### src/rtl/stp_pkg.sv
// Shared constants and helpers for the serial-to-parallel byte packing path.
package stp_pkg;

  localparam int BYTE_W = 8;

  // Ceiling log2 for elaboration-time widths; returns 0 for inputs of 0 or 1.
  function automatic int clog2(input int value);
    int result;
    int rem;
    result = 0;
    rem    = value - 1;
    while (rem > 0) begin
      result = result + 1;
      rem    = rem >> 1;
    end
    return result;
  endfunction

endpackage

### src/rtl/stp_word_fifo.sv
// Show-ahead word FIFO: the head entry is presented whenever the FIFO is
// non-empty. Pointers carry one extra wrap bit to tell full from empty.
module stp_word_fifo
  import stp_pkg::*;
#(
  parameter int N     = 32,
  parameter int DEPTH = 4
) (
  input  logic         iCE_CLK,
  input  logic         rst_n,
  input  logic         push,
  input  logic [N-1:0] push_data,
  input  logic         pop,
  output logic [N-1:0] head_data,
  output logic         empty,
  output logic         full
);

  localparam int AW = clog2(DEPTH);

  logic [AW:0]  wr_ptr_q, wr_ptr_d;
  logic [AW:0]  rd_ptr_q, rd_ptr_d;
  logic [N-1:0] mem_q [DEPTH];
  logic [N-1:0] mem_d [DEPTH];
  logic         do_push_s;
  logic         do_pop_s;

  // Status flags, guarded push/pop and the show-ahead head word.
  always_comb begin
    empty     = (wr_ptr_q == rd_ptr_q);
    full      = (wr_ptr_q[AW] != rd_ptr_q[AW]) &&
                (wr_ptr_q[AW-1:0] == rd_ptr_q[AW-1:0]);
    do_push_s = push && !full;
    do_pop_s  = pop && !empty;
    if (empty) begin
      head_data = '0;
    end else begin
      head_data = mem_q[rd_ptr_q[AW-1:0]];
    end
  end

  // Next pointer and storage values; pointers wrap naturally modulo 2*DEPTH.
  always_comb begin
    mem_d = mem_q;
    if (do_push_s) begin
      mem_d[wr_ptr_q[AW-1:0]] = push_data;
      wr_ptr_d                = wr_ptr_q + {{AW{1'b0}}, 1'b1};
    end else begin
      wr_ptr_d = wr_ptr_q;
    end
    if (do_pop_s) begin
      rd_ptr_d = rd_ptr_q + {{AW{1'b0}}, 1'b1};
    end else begin
      rd_ptr_d = rd_ptr_q;
    end
  end

  // State registers; reset empties the FIFO and zeroes storage so nothing is X.
  always_ff @(posedge iCE_CLK or negedge rst_n) begin
    if (!rst_n) begin
      wr_ptr_q <= '0;
      rd_ptr_q <= '0;
      for (int i = 0; i < DEPTH; i++) begin
        mem_q[i] <= '0;
      end
    end else begin
      wr_ptr_q <= wr_ptr_d;
      rd_ptr_q <= rd_ptr_d;
      mem_q    <= mem_d;
    end
  end

endmodule

### src/rtl/stp_packer.sv
// Packs an incoming byte stream into N-bit words and queues them in a
// show-ahead FIFO. Tracks a sticky overflow flag for refused bytes.
module stp_packer
  import stp_pkg::*;
#(
  parameter int N         = 32,
  parameter int MSB_FIRST = 1,
  parameter int DEPTH     = 4
) (
  input  logic                          iCE_CLK,
  input  logic                          rst_n,
  input  logic                          clear,
  input  logic                          rx_valid,
  input  logic [BYTE_W-1:0]             rx_byte,
  output logic                          rx_ready,
  output logic [N-1:0]                  tx_bytes,
  output logic                          tx_valid,
  input  logic                          tx_ready,
  output logic [clog2(N/BYTE_W)-1:0]    byte_cnt,
  output logic                          overflow
);

  localparam int BPW   = N / BYTE_W;
  localparam int CNT_W = clog2(BPW);

  logic [CNT_W-1:0] cnt_q, cnt_d;
  logic [N-1:0]     part_q, part_d;
  logic             ovf_q, ovf_d;
  logic             en_q, en_d;
  logic [N-1:0]     packed_s;
  logic             accept_s;
  logic             last_s;
  logic             push_s;
  logic             pop_s;
  logic             fifo_full_s;
  logic             fifo_empty_s;

  // rx_ready stays low until the first edge after reset, then follows FIFO room.
  assign rx_ready = en_q && !fifo_full_s && !clear;
  assign tx_valid = !fifo_empty_s;
  assign pop_s    = tx_valid && tx_ready;
  assign byte_cnt = cnt_q;
  assign overflow = ovf_q;

  // Shift the new byte into the partial word in the configured order.
  always_comb begin
    accept_s = rx_valid && rx_ready;
    last_s   = (cnt_q == CNT_W'(BPW - 1));
    if (MSB_FIRST != 0) begin
      packed_s = {part_q[N-BYTE_W-1:0], rx_byte};
    end else begin
      packed_s = {rx_byte, part_q[N-1:BYTE_W]};
    end
  end

  // Counter, partial word, push strobe and overflow next-state.
  always_comb begin
    cnt_d  = cnt_q;
    part_d = part_q;
    push_s = 1'b0;
    en_d   = 1'b1;
    if (clear) begin
      cnt_d  = '0;
      part_d = '0;
    end else if (accept_s) begin
      if (last_s) begin
        cnt_d  = '0;
        part_d = '0;
        push_s = 1'b1;
      end else begin
        cnt_d  = cnt_q + CNT_W'(1);
        part_d = packed_s;
      end
    end else begin
      cnt_d  = cnt_q;
      part_d = part_q;
    end
    if (clear) begin
      ovf_d = 1'b0;
    end else if (rx_valid && !rx_ready) begin
      ovf_d = 1'b1;
    end else begin
      ovf_d = ovf_q;
    end
  end

  // Packing state registers with asynchronous reset.
  always_ff @(posedge iCE_CLK or negedge rst_n) begin
    if (!rst_n) begin
      cnt_q  <= '0;
      part_q <= '0;
      ovf_q  <= 1'b0;
      en_q   <= 1'b0;
    end else begin
      cnt_q  <= cnt_d;
      part_q <= part_d;
      ovf_q  <= ovf_d;
      en_q   <= en_d;
    end
  end

  stp_word_fifo #(
    .N     (N),
    .DEPTH (DEPTH)
  ) u_fifo (
    .iCE_CLK   (iCE_CLK),
    .rst_n     (rst_n),
    .push      (push_s),
    .push_data (packed_s),
    .pop       (pop_s),
    .head_data (tx_bytes),
    .empty     (fifo_empty_s),
    .full      (fifo_full_s)
  );

endmodule

### config.mk
export PLATFORM = sky130hd
export DESIGN_NAME = stp_packer
export DESIGN_NICKNAME = d
export VERILOG_FILES = /design/src/rtl/stp_pkg.sv /design/src/rtl/stp_word_fifo.sv /design/src/rtl/stp_packer.sv
export SDC_FILE = /design/constraint.sdc
export NUM_CORES = 1
export LEC_CHECK = 0
export ABC_AREA = 1
export BUFFER_PORTS_ARGS = -buffer_cell sky130_fd_sc_hd__buf_4
export CAP_MARGIN = 20
export CORE_ASPECT_RATIO = 0.7
export CORE_MARGIN = 2
export CORE_UTILIZATION = 67
export CTS_BUF_LIST = sky130_fd_sc_hd__clkbuf_8
export CTS_CLUSTER_DIAMETER = 200
export DETAILED_ROUTE_END_ITERATION = 8
export HOLD_SLACK_MARGIN = 0.05
export PLACE_DENSITY = 0.93
export SYNTH_ARGS = -nofsm -noshare
export SYNTH_HDL_FRONTEND = slang
export SYNTH_HIERARCHICAL = 1
export SYNTH_SLANG_ARGS = --single-unit
### constraint.sdc
create_clock -name iCE_CLK -period 4.2 [get_ports iCE_CLK]
set_input_delay 0.84 -clock iCE_CLK [delete_from_list [all_inputs] [get_ports iCE_CLK]]
set_output_delay 0.84 -clock iCE_CLK [all_outputs]
set_load 0.05 [all_outputs]
==> flow_summary.yaml <==
setup_path:
  crit_buf_inv: 2
  start_kind: "register"
  cp_top_family: "simple AND/OR/NAND/NOR gates"
  slowest_stage: "dfrtp_2"
  worstSetupPathType: "reg -> out"
  critPathMaxFanout: 37
  worstPathCellList: "nand2_1 -> nand2_2 -> nand3_2 -> nand2_1 -> inv_1 -> buf_4"
  critPathRequiredTime_ns: 3.36
  reg2reg_slack_ns: 0.71
  cp-end-kind: "primary output"
  slowest_delay_ns: 0.79
  worst-endpoint-arrival_ns: 2.88
  reg2reg_from: "u_fifo/rd_ptr_q[0]"
  r2r-end: "u_fifo/mem_q[104]"
  cp_common_cell: "nand2_1"
  r2r_cells: 12
synth:
  synth_cell_types: 25
  yosys.area_share.adder_pct: 0.907
  synth-compound-area-share_pct: 6.41
  synth_area_leaders: "dfrtp_1 (49%), nand2_1 (15%), nand4_1 (12%), nor2_1 (4.1%), o21ai_0 (3.9%)"
  synth_enable_flop_cells: 0
  ys_warn_count: 6
  ys.flop_type: "dfrtp_1"
  netlist_area_um2: 8270
  synth_top_family_by_area: "simple AND/OR/NAND/NOR gates"
  netlist_instances: 1059
  synth_top_area_share_pct: 49.0
  yosysTopAreaCell: "dfrtp_1"
  synth_xor_area_share_pct: 0.106
  ys_async_sr_fraction_pct: 100
  yosys.area_share.simple_pct: 34.1
  ys_seq_area_share_pct: 49.0
  synthMuxAreaShare_pct: 0
  postSynthAreaPerCell_um2: 7.81
  synth-seq-cells: 162
  synth_fp_nets: 1078
clock_tree:
  cts_hold_buf: 0
  ctsResizeCount: 0
  numCtsBuffers: 17
  cts_tree: "yes"
  clk_path_buf_depth: 2
  root_buffer: "clkbuf_8"
  path_clk_slew_ns: 0.09
  cts.sinks: 162
  clk-insertion-delay-late_ns: 0.46
  htree_levels: 4
  cts_setup_buffers: 0
sta:
  fin_hold_ws_ns: 0.469
  setup_viol: 0
  fin_crit_ns: 3.72
  setup_slack_ns: 0.476
  fin_worst_skew_ns: 0.0103
  fin_crit_sh_pct: 88.7
  worst_pin_slew_ns: 0.938
  fin_tns_setup_ns: 0
  slew_violations: 0
  relSlewSlack_pct: 37.4
  finalHoldViolCount: 0
  rsz0062_at_grt: "false"
  max_freq_mhz: 269
pwr:
  switchingPower_mw: 0.843
  p_total_mw: 3.20
  pwr-share-seq_pct: 50.0
  intPower_mw: 2.36
  combPwrFrac_pct: 8.5
  irDropWorstVdd_mv: 0.229
  clkPwrFrac_pct: 41.5
  p_per_area_nw_per_um2: 357
  leakage_nw: 5.08
  swShare_pct: 26.4
final_layout:
  fillers: 866
  instances_no_fill: 1217
  antenna-diode-count: 0
  drive_above_1_share_pct: 10.7
  multi_input_area_um2: 3450
  area_growth_pct: 8.27
  design_area_um2: 8960
  nets: 1066
  ff_latch_area_um2: 4060
  final_core_util_pct: 75.3
global_routing:
  grt_pass1_vias: 7181
  grt_max_degree: 136
  globalRouteTotalUtil_pct: 35.4
  grt_overflow_total: 0
  antenna_found_initial: 0
  grt_pass1_wl_mm: 36.7
flow_run:
  cap_viol_max_count: 0
placed_design:
  port_buffers: 49
  gp_congestion: 0.844
  hpwl_mm: 12.4
  pre_cts_slack_ns: 0.915
  place_inst: 1185
  placed_cell_area_um2: 8500
detailed_routing:
  drt.antenna.violating_nets: 0
  drt_iter0_drc: 1186
  first_pass_iters: 5
  drt_wl_total_mm: 22.7
  vias: 7831
  viasPerCell: 6.43
  routedWlPerCell_um: 18.6
  drc: 0
floorplanning:
  die_x_um: 137
  num_rows: 33
  dieArea_um2: 13300
  fp.dieH_um: 97.0
  io_pins: 50
  core_um2: 11900
  start_util_pct: 69.6
hold_path:
  min_path_type: "in -> async"
run_status:
  outcome: "finished clean"
[layout make-up]
type,instances,area share [%]
flip-flops and latches,162,45.3
well taps,157,2.19
clock inverters,15,2.56
inverters,73,3.06
multi-input cells,728,38.5
repair buffers,65,5.77
clock buffers,17,2.61
[worst max path at each step]
stage | startpoint | end | slack (ns) | cells past startpoint
2_1_floorplan | u_fifo/rd_ptr_q[0] | rx_ready | 0.94 | 9
3_3_place_gp | u_fifo/rd_ptr_q[0] | u_fifo/mem_q[125] | 1.02 | 12
3_5_place_dp | u_fifo/rd_ptr_q[0] | u_fifo/mem_q[98] | 0.91 | 12
4_1_cts | u_fifo/rd_ptr_q[0] | tx_bytes[27] | 0.51 | 6
5_1_grt | u_fifo/rd_ptr_q[0] | tx_bytes[4] | 0.28 | 6
6_report | u_fifo/rd_ptr_q[0] | tx_bytes[30] | 0.48 | 6
[flip-flops by register name (all words and copies together), names as in the netlist]
register and count:
byte_cnt 2, overflow 1, u_fifo/rd_ptr_q 3, u_fifo/wr_ptr_q 3
part_q 24, en_q 1, u_fifo/mem_q 128
[layout by cell type, fill, tap and decap left out]
master / netlist / layout
nand2_1: 336 / 336
dfrtp_1: 162 / 161
nand4_1: 153 / 153
nor2_1: 90 / 89
inv_1: 68 / 67
o21ai_0: 64 / 64
buf_4: 8 / 62
nand3_1: 34 / 34
o22ai_1: 32 / 32
clkbuf_8: 0 / 17
inv_2: 5 / 6
ha_1: 6 / 6
bufinv_16: 0 / 5
clkinvlp_4: 0 / 4
inv_6: 0 / 4
nand3_2: 5 / 4
nor2_4: 1 / 2
buf_12: 1 / 2
nor3_1: 1 / 1
nand4_4: 1 / 1
o21ai_1: 1 / 1
a21oi_1: 1 / 1
clkinv_2: 0 / 1
clkinv_4: 0 / 1
conb_1: 1 / 1
buf_6: 9 / 1
nand2_2: 1 / 1
nand3_4: 0 / 1
xor2_1: 1 / 1
dfrtp_2: 0 / 1
[power by group through the flow]
stage                     clock network (mW)  logic, mW  registers [mW]
after floorplan                            0      0.170            1.62
after global placement                     0      0.262            1.63
after detailed placement                   0      0.266            1.63
after CTS                               1.33      0.268            1.60
after global routing                    1.41      0.296            1.60
final                                   1.33      0.271            1.60
[cell families after synthesis]
logic type / after synthesis
simple gates: 622
buf+inv: 169
flops: 162
compound gates: 98
fa+ha+maj: 6
xor+xnor: 1
other cells: 1
[synthesized netlist by cell type, types with 5 or more instances]
library cell / instances
buf_6: 9
inv_1: 68
nand2_1: 336
buf_2: 27
o22ai_1: 32
ha_1: 6
dfrtp_1: 162
inv_2: 5
o21ai_0: 64
nor2_1: 90
clkbuf_1: 39
nand3_2: 5
buf_1: 12
nand3_1: 34
nand4_1: 153
buf_4: 8
[routing by layer]
metal / vias to the layer above / GRT usage [%] / share of wire [%]
li1: 3503 / - / -
met1: 3677 / 52.1 / 39
met2: 573 / 51.3 / 45
met3: 78 / 8.65 / 13
met4: 0 / 12.8 / 2.6
met5: - / 0 / 0
Note: power is estimated with default switching activity, not from simulation.
